$ cat src/rtl/rf_sample_arbiter.sv
// rf_sample_arbiter: round-robin sharing of one synchronous-read RF sample
// memory port between NREQ requesters. One read per cycle, response one
// cycle later tagged with a one-hot valid. Out-of-range indices are still
// granted, so the requester never stalls, but they do not touch the memory.
module rf_sample_arbiter #(
    parameter int unsigned NREQ      = 4,
    parameter int unsigned ADDR_W    = 15,
    parameter int unsigned DATA_W    = 16,
    parameter int unsigned MEM_DEPTH = 24100
) (
    input  logic                   clk,
    input  logic                   reset,
    input  logic [NREQ-1:0]        req,
    input  logic [NREQ*ADDR_W-1:0] req_addr,
    output logic [NREQ-1:0]        gnt,
    output logic                   mem_en,
    output logic [ADDR_W-1:0]      mem_addr,
    input  logic [DATA_W-1:0]      mem_rdata,
    output logic [NREQ-1:0]        rsp_valid,
    output logic [DATA_W-1:0]      rsp_data,
    output logic                   rsp_err,
    output logic                   busy
);

    localparam int unsigned PtrW = $clog2(NREQ);

    logic [PtrW-1:0]   ptr_q;
    logic [PtrW-1:0]   ptr_d;
    logic [NREQ-1:0]   rsp_valid_q;
    logic              rsp_err_q;

    logic              found;
    int unsigned       idx;
    logic [PtrW-1:0]   win_idx;
    logic              xfer;
    logic [ADDR_W-1:0] win_addr;
    logic              in_range;

    // Search req from the pointer, wrapping; no grant while reset is held so
    // a transfer coinciding with reset is dropped rather than half-issued.
    always_comb begin
        found   = 1'b0;
        idx     = 0;
        win_idx = '0;
        gnt     = '0;
        for (int unsigned k = 0; k < NREQ; k++) begin
            idx = (32'(ptr_q) + k) % NREQ;
            if (!found && req[idx[PtrW-1:0]]) begin
                found   = 1'b1;
                win_idx = idx[PtrW-1:0];
            end
        end
        if (found && !reset) begin
            gnt[win_idx] = 1'b1;
        end
    end

    // Winner's address onto the memory port; zero when nothing transfers
    always_comb begin
        win_addr = '0;
        for (int unsigned i = 0; i < NREQ; i++) begin
            if (gnt[i]) begin
                win_addr = req_addr[i*ADDR_W +: ADDR_W];
            end
        end
        xfer     = |gnt;
        in_range = 32'(win_addr) < MEM_DEPTH;
        mem_en   = xfer && in_range;
        mem_addr = win_addr;
    end

    // Pointer moves just past the winner on a transfer, else holds
    always_comb begin
        ptr_d = ptr_q;
        if (xfer) begin
            ptr_d = PtrW'((32'(win_idx) + 1) % NREQ);
        end
    end

    // Pointer and response tag registers
    always_ff @(posedge clk or posedge reset) begin
        if (reset) begin
            ptr_q       <= '0;
            rsp_valid_q <= '0;
            rsp_err_q   <= 1'b0;
        end else begin
            ptr_q       <= ptr_d;
            rsp_valid_q <= gnt;
            rsp_err_q   <= xfer && !in_range;
        end
    end

    // Response outputs; data forced to zero when idle or out of range
    always_comb begin
        rsp_valid = rsp_valid_q;
        rsp_err   = rsp_err_q;
        rsp_data  = ((|rsp_valid_q) && !rsp_err_q) ? mem_rdata : '0;
        busy      = (|req) || (|rsp_valid_q);
    end

endmodule

$ cat config.mk
export PLATFORM = sky130hd
export DESIGN_NAME = rf_sample_arbiter
export DESIGN_NICKNAME = d
export VERILOG_FILES = /design/src/rtl/rf_sample_arbiter.sv
export SDC_FILE = /design/constraint.sdc
export NUM_CORES = 1
export LEC_CHECK = 0
export CORE_ASPECT_RATIO = 1.5
export CORE_MARGIN = 4
export CORE_UTILIZATION = 30
export DETAILED_ROUTE_END_ITERATION = 6
export PLACE_DENSITY_LB_ADDON = 0.3
export SYNTH_ARGS = -nofsm -noshare
export SYNTH_HDL_FRONTEND = slang
export SYNTH_SLANG_ARGS = --single-unit
$ cat constraint.sdc
create_clock -name clk -period 10.1 [get_ports clk]
set_clock_uncertainty 0.15 [all_clocks]
set_input_delay 2.525 -clock clk [delete_from_list [all_inputs] [get_ports clk]]
set_output_delay 2.525 -clock clk [all_outputs]
set_load 0.05 [all_outputs]
==> impl_metrics.toml <==
[routing]
post-route-drc-count = 0
drt_wl_total_microns = 4390
drt_first_pass_iters = 4
wl_per_cell_microns = 13.7
num_vias = 1581
final_antenna_net_count = 0
drt-initial-drc-count = 21
viasPerCell = 4.94

[die]
die_h_microns = 81.7
die_area_sq_um = 4670
fp.dieW_microns = 57.2
coreArea_sq_um = 3450
pin_count = 124
rows = 26
start_util_pct = 31.5

[cts]
clkLatencyLatePin_ns = 0.22
htree_levels = 1
post-cts-setup-buffers = 0
cts_hold_buf = 0
clockBufferDepth = 2
clock_sinks = 7
clkTransAtPathRegs_ns = 0.04
cts_tree = "done"
cts_resized = 0
root_buffer = "clkbuf_8"
numCtsBuffers = 3

[timing]
fin_crit_sh_pct = 90.9
finalHoldViolations = 0
setup_tns_ns = 0
fmax_ghz = 0.109
setup_viol = 0
drv_slew = 0
worst_slew_margin_rel_pct = 40.6
worst_pin_slew_ns = 0.891
period_needed_ns = 9.18
rsz0062_at_grt = "false"

[cells_and_area]
diodes = 0
fillers = 303
synthToLayoutAreaGrowth_pct = 119
fin_cells = 320
fin_nets = 365
drive_gt1_share_pct = 3.60
final_util_pct = 68.9

[power]
vdd_drop_max_uv = 161
comb_power_share_pct = 86.4
swShare_pct = 56.9
power.internal_mw = 0.253
p_leak_nw = 0.949
switching_power_mw = 0.334
power_frac_seq_pct = 7.2
clkPwrFrac_pct = 6.4
powerDensity_nw_per_um2 = 247

[outcome]
status = "completed"

[synthesis]
syn_inst = 161
syn-cell-area_sq_um = 1090
ys_seq_area_share_pct = 16.1
yosys_most_used_dff = "dfrtp_1"
ys_top_cells_by_count = "and2_1, nand2_1, a21oi_1, inv_1, nor2_1"
synth_top_area_share_pct = 16.1
syn_area_per_cell_sq_um = 6.75
synthTopCellsByArea = "dfrtp_1, and2_1, a21oi_1"
synth-async-reset-ratio_pct = 100
synth_area_leader_cell = "dfrtp_1"
synth_nets = 247
synth_cell_types = 33
synth_edf_count = 0
ys_warn_count = 0
ys_seq_elements = 7

[global_routing]
grt_max_degree = 32
grt_overflow = 0
grt_pass1_vias = 1538
track_usage_pct = 17.7
grt_pass1_wl_microns = 6590
antenna_found_initial = 0

[critical_path]
start_kind = "input pin"
critPathArrivalTime_ns = 6.51
regToRegSetupSlack_ns = 6.79
worstSetupEndpointType = "output port"
crit_required_ns = 7.43
cp_max_fo = 14
crit_type = "in2out"

[placed_design]
gp_congestion = 0.751
port_buffers = 123
dp.cells = 316
dpl.hpwl_microns = 3750

[min_path]
hp-class = "reg2reg"

[flow_run]
maxCapViolCount = 0
-- placed cells by master, fill, tap and decap left out, types with 2 or more instances in the layout --
cell / instances
a21oi_1: 18
a221oi_1: 2
a311o_1: 5
a31oi_1: 3
and2_1: 20
clkbuf_8: 3
clkdlybuf4s50_1: 123
dfrtp_1: 7
ha_1: 4
inv_1: 14
nand2_1: 20
nand2b_1: 3
nand3b_1: 11
nor2_1: 12
nor4_1: 2
o211ai_1: 2
o21a_1: 2
o21ai_0: 2
o21ai_1: 2
o221ai_1: 2
o22ai_1: 8
-- worst max-delay path, stage by stage --
cell             delay [ns]
clkdlybuf4s50_1        0.51
mux2_1                 0.32
a21oi_1                0.13
o21ai_1                0.12
inv_1                  0.12
ha_1                   0.44
nand2b_1               0.39
o22ai_1                0.12
a311o_1                0.35
nor4_1                 0.37
o311ai_1               0.19
and3_1                 0.21
clkdlybuf4s50_1        0.71
-- area by class of cell --
| class | count | area (sq um) | area share (%) |
|---|---|---|---|
| timing repair buffer | 123 | 1230 | 51.8 |
| multi-input combinational | 130 | 821 | 34.5 |
| sequential | 7 | 175 | 7.37 |
| inverter | 14 | 52.6 | 2.21 |
| tap | 42 | 52.6 | 2.21 |
| clock buffer | 4 | 45.0 | 1.89 |
-- metal layers --
layer | wire (microns) | GRT usage (%)
met5 | 0 | 0
met4 | 63 | 5.34
met3 | 570 | 7.70
met2 | 2260 | 34.2
met1 | 1500 | 16.4
-- sequential cells by signal, summed over array words and instances (netlist names) --
name and cells:
ptr_q 2, rsp_valid 4, rsp_err 1
-- final timing paths --
path                                 startpoint  cells after the start                endpoint
min in group asynchronous                 reset                      2    ptr_q[1]$_DFFE_PP0P_
min                        ptr_q[0]$_DFFE_PP0P_                      2    ptr_q[0]$_DFFE_PP0P_
max in group asynchronous                 reset                      2  rsp_valid[0]$_DFF_PP0_
min reg2reg                ptr_q[0]$_DFFE_PP0P_                      2    ptr_q[0]$_DFFE_PP0P_
max reg2reg                ptr_q[1]$_DFFE_PP0P_                     11       rsp_err$_DFF_PP0_
max                                      req[0]                     13                  mem_en
-- power by group through the flow --
| stage | sequential (mW) | clock [mW] | combinational (mW) |
|---|---|---|---|
| final | 0.0421 | 0.0378 | 0.507 |
| after global routing | 0.0434 | 0.0408 | 0.542 |
| after CTS | 0.0421 | 0.0381 | 0.510 |
| after detailed placement | 0.0425 | 0 | 0.508 |
| after global placement | 0.0421 | 0 | 0.506 |
| after floorplan | 0.0538 | 0 | 0.336 |
-- logic make-up (layout without fill, tap and decap cells) --
kind of cell	Yosys count	after routing	share of synthesized area, %
flops	7	7	16.1
fa+ha+maj	4	4	4.60
compound gates	48	48	28.5
simple gates	76	76	39.9
buf+inv	24	141	8.40
mux	2	2	2.42
-- per-stage QoR --
step | cell area [sq um] | worst slack (ns) | total power, mW | hold slack [ns]
after global placement | 2330 | 1.01 | 0.548 | 0.379
after CTS | 2380 | 0.903 | 0.590 | 0.375
after global routing | 2380 | 0.631 | 0.627 | 0.409
final | 2380 | 0.918 | 0.587 | 0.370
after floorplan | 1090 | 2.00 | 0.390 | 0.344
after detailed placement | 2330 | 0.945 | 0.550 | 0.367
No activity file was read; power rests on OpenSTA's default activity.
